## src/rtl/logic_unit_arbiter.sv

```systemverilog
// Round-robin arbiter sharing one bitwise logic unit (AND/OR/XOR/ANDN) between
// an ALU issue port and a CSR set/clear port, with a single registered response slot.
module logic_unit_arbiter #(
  parameter int WIDTH = 32
) (
  input  logic             clk_i,
  input  logic             rst_ni,
  input  logic             req0_valid_i,
  output logic             req0_ready_o,
  input  logic [1:0]       req0_op_i,
  input  logic [WIDTH-1:0] req0_a_i,
  input  logic [WIDTH-1:0] req0_b_i,
  input  logic             req1_valid_i,
  output logic             req1_ready_o,
  input  logic [1:0]       req1_op_i,
  input  logic [WIDTH-1:0] req1_a_i,
  input  logic [WIDTH-1:0] req1_b_i,
  output logic             rsp_valid_o,
  input  logic             rsp_ready_i,
  output logic             rsp_id_o,
  output logic [WIDTH-1:0] rsp_data_o
);

  logic             r_last_grant;
  logic             r_rsp_valid;
  logic             r_rsp_id;
  logic [WIDTH-1:0] r_rsp_data;

  logic             w_slot_free;
  logic             w_grant_id;
  logic             w_accept;
  logic [1:0]       w_op;
  logic [WIDTH-1:0] w_a;
  logic [WIDTH-1:0] w_b;
  logic [WIDTH-1:0] w_result;

  assign w_slot_free = !r_rsp_valid || rsp_ready_i;

  // Contested cycles go to the requester not served last; otherwise the lone valid one.
  always_comb begin
    w_grant_id = req1_valid_i;
    if (req0_valid_i && req1_valid_i) begin
      w_grant_id = ~r_last_grant;
    end
  end

  // Readies are gated by reset so nothing looks accepted while the block is held.
  assign req0_ready_o = rst_ni && w_slot_free && req0_valid_i && !w_grant_id;
  assign req1_ready_o = rst_ni && w_slot_free && req1_valid_i &&  w_grant_id;
  assign w_accept     = req0_ready_o || req1_ready_o;

  assign w_op = w_grant_id ? req1_op_i : req0_op_i;
  assign w_a  = w_grant_id ? req1_a_i  : req0_a_i;
  assign w_b  = w_grant_id ? req1_b_i  : req0_b_i;

  always_comb begin
    w_result = '0;
    unique case (w_op)
      2'b00: w_result = w_a & w_b;
      2'b01: w_result = w_a | w_b;
      2'b10: w_result = w_a ^ w_b;
      2'b11: w_result = w_a & ~w_b;
    endcase
  end

  // An accept overrides a concurrent drain, so back-to-back results have no bubble.
  always_ff @(posedge clk_i or negedge rst_ni) begin
    if (!rst_ni) begin
      r_rsp_valid  <= 1'b0;
      r_rsp_id     <= 1'b0;
      r_rsp_data   <= '0;
      r_last_grant <= 1'b1;
    end else if (w_accept) begin
      r_rsp_valid  <= 1'b1;
      r_rsp_id     <= w_grant_id;
      r_rsp_data   <= w_result;
      r_last_grant <= w_grant_id;
    end else if (r_rsp_valid && rsp_ready_i) begin
      r_rsp_valid  <= 1'b0;
    end
  end

  assign rsp_valid_o = r_rsp_valid;
  assign rsp_id_o    = r_rsp_id;
  assign rsp_data_o  = r_rsp_data;

endmodule

```

## config.mk

```make
export PLATFORM = sky130hd
export DESIGN_NAME = logic_unit_arbiter
export DESIGN_NICKNAME = d
export VERILOG_FILES = /design/src/rtl/logic_unit_arbiter.sv
export SDC_FILE = /design/constraint.sdc
export NUM_CORES = 1
export LEC_CHECK = 0
export CORE_ASPECT_RATIO = 0.7
export CORE_UTILIZATION = 38
export DETAILED_ROUTE_END_ITERATION = 8
export PLACE_DENSITY = 0.79
export SYNTH_ARGS = -nofsm -noshare
export SYNTH_HDL_FRONTEND = slang
export SYNTH_SLANG_ARGS = --single-unit
```

## constraint.sdc

```tcl
create_clock -name clk_i -period 2.6 [get_ports clk_i]
set_input_delay 0.52 -clock clk_i [delete_from_list [all_inputs] [get_ports clk_i]]
set_output_delay 0.52 -clock clk_i [all_outputs]
set_load 0.05 [all_outputs]
```

# Word level (Yosys, flattened, before mapping)
# Index checks and enable logic that the tools add are counted.
dict set report word_totals {
  reg_bits 35
  inputBits 137
  out_inout_bits 36
  wordCells 33
}
dict set report classes {
  eq_ne 3
  mux 7
  bitwise_logic 6
  n_reduce_logical 13
}
# cell n
set op_table {}
lappend op_table {{one-hot mux 32 bit (4 select lines)} 1}
lappend op_table {{AND 32 bit} 2}
lappend op_table {{two-way mux 32 bit} 2}
lappend op_table {{inverter 32 bit} 1}
lappend op_table {{bitwise OR 32 bit} 1}
lappend op_table {{bitwise XOR 32 bit} 1}
lappend op_table {{logical AND 1 bit} 7}
lappend op_table {{== test 2 bit (second input constant)} 2}
lappend op_table {{two-way mux 1 bit} 3}
lappend op_table {{== test 2 x 1 -> 1 bit (second input constant)} 1}
lappend op_table {{logical NOT 1 bit} 2}
lappend op_table {{logical NOT 2 bit} 1}
lappend op_table {{logical OR 1 bit} 2}
lappend op_table {{two-way mux 2 bit} 1}
lappend op_table {{nonzero test 2 bit} 1}
lappend op_table {{inverter 1 bit} 1}

# Longest topological paths before layout
dict set report logic_depth {
  depth_word 7
  ltp_mapped 12
  depth_no_buf 8
}

# Worst setup path after synthesis
# Ideal clock, no wire load.
dict set report synth_timing {
  path_kind {input-to-reg}
  start {input req1_valid_i}
  end {register r_rsp_data[0], in the netlist rsp_data_o[0]}
  setup_ps 96
  arrival_ps 2484
  required_time_ps 2504
  setup_slack_ps 20
  path_stages 11
  path_buffers 5
  path_cell_list {a21boi_2 -> buf_6 -> buf_12 -> buf_12 -> mux2i_1 -> inv_1 -> ha_1 -> clkbuf_1 -> o2111ai_1 -> clkbuf_1 -> o31ai_1}
}
dict set report synth_between {
  elab_chain_cells 6
  elab_cells_between_ends 20
  cone_classes {eq/ne (3); mux (5); bitwise (5); reduce/logical (7)}
}
# item line
set synth_rtl {}
lappend synth_rtl {{start, declared} 13} ;# input logic req1_valid_i,
lappend synth_rtl {{logical AND 1 bit} 42} ;# if (req0_valid_i && req1_valid_i) begin
lappend synth_rtl {{two-way mux 1 bit} 42}
lappend synth_rtl {{two-way mux 32 bit} 54} ;# assign w_b = w_grant_id ? req1_b_i : req0_b_i;
lappend synth_rtl {{inverter 32 bit} 62} ;# 2'b11: w_result = w_a & ~w_b;
lappend synth_rtl {{AND 32 bit} 62}
lappend synth_rtl {{one-hot mux 32 bit (4 select lines)} 58} ;# unique case (w_op)
lappend synth_rtl {{end signal, assigned} 76} ;# r_rsp_data <= w_result;
lappend synth_rtl {{end, declared} 27} ;# logic [WIDTH-1:0] r_rsp_data;
# Parallel ways exist; a longest one is shown, timed or not.
# A chain may end at the register's enable or synchronous reset.

# Worst setup path in the final report
# Same ends and word-level chain as after synthesis.

==> results.md <==
- Post-synthesis register bit count: 35
- Number of max-cap violations: 0
- Category of the critical setup timing path: in -> reg
- Largest net degree at the start of global routing: 22
- Global router's overall resource usage: 0.242
- Fraction of the yosys area taken by sequential cells: 0.243
- R2R setup slack: 0.44 ns
- Number of pins exceeding their max-slew limit in the final report: 0
- Placer congestion estimate: 0.792
- Die Footprint: 9880 um2
- Clock network fraction of total power: 0.158
- Total grt overflow: 0
- Average detailed-routed wire length per instance: 16.4 um
- Clock transition at the register clock pins on the worst setup and hold paths after CTS: 0.06 ns
- Switching share of total power: 0.440
- Final Cell Area: 6130 um2
- H-tree Lvls: 2
- Overall die width: 118 um
- Number of design rule violations left after detail routing: 0
- Gate power share: 0.619
- Power per cell area: 604 nW/um2
- Capturing point of the worst reg2reg path: rsp_data_o[0]
- Number of nets still failing antenna checks after routing: 0
- Worst hold path type: in -> async
- Result of the run: completed
- Sum of net half-perimeters after detailed placement: 9130 um
- TritonCTS Sinks: 35
- Number of DRC markers in iteration 0: 123
- Cell-internal power: 2.07 mW
- Final cell count without fillers: 721
- Area leader, netlist: sky130_fd_sc_hd__mux2i_1
- Net Sw Power: 1.63 mW
- Actual transition at the worst max-transition pin: 0.554 ns
- Ys Warns: 0
- Data required, critical path: 2.78 ns
- Area of the core: 9140 um2
- Leading post-synthesis cells by cell area: sky130_fd_sc_hd__mux2i_1 (27%), sky130_fd_sc_hd__dfrtp_1 (24%), sky130_fd_sc_hd__ha_1 (12%)
- Clock latency on the worst-skew pair: 0.28 ns
- Post-synthesis cell area: 3600 um2
- Shortest period the worst path allows: 2.47 ns
- Hold violation count in the final report: 0
- Synth Net Count: 542
- RSZ-0062 raised after global routing: false
- Number of antenna violations at the first check in global routing: 0
- Starting utilization of the core area: 0.394
- Postcts setup bufs: 0
- Placed cell area: 5960 um2
- Post_cts resized: 0
- Worst R2R Start: r_last_grant
- Wire length after detailed routing: 11800 um
- Period utilization: 0.950
- Clock tree from TritonCTS: yes
- Post-Place Cells: 712
- Worst reg-to-reg path cell count: 8
- Type of element launching the critical path: primary input
- Rows: 29
- Number of optimization iterations in the first detailed-route pass: 4
- Average size of a mapped cell: 9.74 um2
- Number of buffers on the longest clock path: 2
- Vias after detailed routing: 3683
- Cell at the root of the clock tree: sky130_fd_sc_hd__clkbuf_16
- Launching element of the worst setup path: req1_valid_i
- Number of port buffers: 172
- Antenna cell count: 0
- Part of the power in registers: 0.223
- Ratio of cells with drive above 1 in the final layout: 0.152
- Share of the synthesized area in the top cell type: 0.272
- Hold buffers post-CTS: 0
- Aggregate negative setup slack: 0 ns
- Layout net count: 768
- Arrival @ worst endpoint: 2.65 ns
- Filler cell count: 738
- TritonCTS Buffers: 5
- Total of endpoints with negative setup slack in the final report: 0
- Peak VDD IR: 0.000380 V
- Via count of the first global-routing pass: 4005
- Leakage power figure: 2.86 nW
- Number of top-level pins: 173
- Peak Freq: 405 MHz
- Nature of the critical path endpoint: flop
- Relative area change from synthesis to final layout: 70.1%
- Synthesized instance count: 370
- Vias per Instance: 5.11
- Setup clock skew after layout: 0.00553 ns
- Worst-path fanout max: 20
- Die height: 83.5 um
- Number of different library cells in the post-synthesis netlist: 25
- Slew margin rel.: 0.629
- First-pass GRT wire length: 19000 um
==> placed cells by master, fill, tap and decap left out, drive strengths merged, types with 2 or more instances in the layout <==
cell type / instances
ha: 35
nand2: 34
clkdlybuf4s50: 169
a21oi: 32
clkbuf: 8
dfrtp: 34
nand3: 2
inv: 2
nand2b: 33
o31ai: 32
mux2i: 98
buf: 77
xor2: 32
==> layout make-up <==
| type | instances | area, um2 | area share |
|---|---|---|---|
| Clock buffer | 7 | 133 | 0.0216 |
| Multi-Input combinational cell | 305 | 2540 | 0.415 |
| Timing Repair Buffer | 247 | 2410 | 0.393 |
| Clock inverter | 1 | 5.00 | 0.000816 |
| Sequential cell | 35 | 877 | 0.143 |
| Inverter | 2 | 7.51 | 0.00122 |
| Tap cell | 124 | 155 | 0.0253 |
==> cell usage after synthesis <==
master / instances
sky130_fd_sc_hd__mux2i_1: 98
sky130_fd_sc_hd__ha_1: 35
sky130_fd_sc_hd__dfrtp_1: 34
sky130_fd_sc_hd__nand2_1: 34
sky130_fd_sc_hd__nand2b_1: 33
sky130_fd_sc_hd__a21oi_1: 32
sky130_fd_sc_hd__xor2_1: 32
sky130_fd_sc_hd__o31ai_1: 31
sky130_fd_sc_hd__clkbuf_1: 16
sky130_fd_sc_hd__buf_12: 4
sky130_fd_sc_hd__buf_2: 3
sky130_fd_sc_hd__buf_8: 3
sky130_fd_sc_hd__inv_1: 2
sky130_fd_sc_hd__nand3_1: 2
sky130_fd_sc_hd__a21boi_2: 1
sky130_fd_sc_hd__a21o_1: 1
sky130_fd_sc_hd__and3_1: 1
sky130_fd_sc_hd__buf_1: 1
sky130_fd_sc_hd__buf_6: 1
sky130_fd_sc_hd__dfstp_2: 1
sky130_fd_sc_hd__nor2_1: 1
sky130_fd_sc_hd__o2111ai_1: 1
sky130_fd_sc_hd__o211ai_2: 1
sky130_fd_sc_hd__o21ai_0: 1
sky130_fd_sc_hd__o31ai_2: 1
==> kinds of logic (layout without fill, tap and decap cells) <==
logic type,count (synthesis),after routing,synth area share
buffers and inverters,30,257,0.0618
AOI/OAI and AO/OA,69,69,0.125
muxes,98,98,0.272
and+or+nand+nor,71,71,0.0983
DFF,35,35,0.243
adders and majority gates,35,35,0.122
xor gates and xnor gates,32,32,0.0778
==> state kept, by name, indices dropped and copies added, names as in the netlist <==
register      flops
rsp_data_o       32
r_last_grant      1
rsp_id_o          1
rsp_valid_o       1
==> worst max-delay path by stage <==
stage,end,slack (ns),depth (start not counted)
6_report,rsp_data_o[0],0.13,8
2_1_floorplan,rsp_data_o[0],0.02,11
5_1_grt,rsp_data_o[17],0.01,10
3_3_place_gp,rsp_data_o[31],-0.11,11
4_1_cts,rsp_data_o[31],0.05,11
3_5_place_dp,rsp_data_o[31],-0.23,11
==> through the flow <==
| step | hold slack (ns) | power, mW | util | worst slack (ns) |
|---|---|---|---|---|
| after floorplan | 0.224 | 2.16 | - | 0.0199 |
| after global placement | 0.461 | 3.04 | 0.652 | -0.108 |
| after detailed placement | 0.475 | 3.11 | 0.652 | -0.233 |
| after CTS | 0.181 | 3.71 | 0.667 | 0.0528 |
| after global routing | 0.191 | 3.90 | 0.670 | 0.0138 |
| final | 0.179 | 3.70 | 0.670 | 0.129 |
==> power groups by stage <==
stage          combinational, mW  clock (mW)  sequential (mW)
2_1_floorplan              0.760           0             1.40
3_5_place_dp                2.28           0            0.833
4_1_cts                     2.29       0.595            0.828
5_1_grt                     2.43       0.623            0.847
3_3_place_gp                2.20           0            0.834
6_report                    2.29       0.586            0.826
==> per-layer routing <==
metal  global-route usage  wire length [um]  part of all wire  up-vias
met5                    0                 0                 0        -
met1                0.281              5110              0.43     1771
met3               0.0533               607             0.051       14
li1                     -                 -                 -     1783
met4               0.0736               166             0.014        0
met2                0.446              5950              0.50      115
==> worst max-delay path, cell delays in order <==
cell	delay (ns)
sky130_fd_sc_hd__clkdlybuf4s50_1	0.48
sky130_fd_sc_hd__a21boi_4	0.26
sky130_fd_sc_hd__mux2i_1	0.26
sky130_fd_sc_hd__inv_1	0.09
sky130_fd_sc_hd__ha_1	0.36
sky130_fd_sc_hd__o2111ai_4	0.18
sky130_fd_sc_hd__buf_12	0.23
sky130_fd_sc_hd__o31ai_1	0.26
Power figures use the tool's default switching activity.
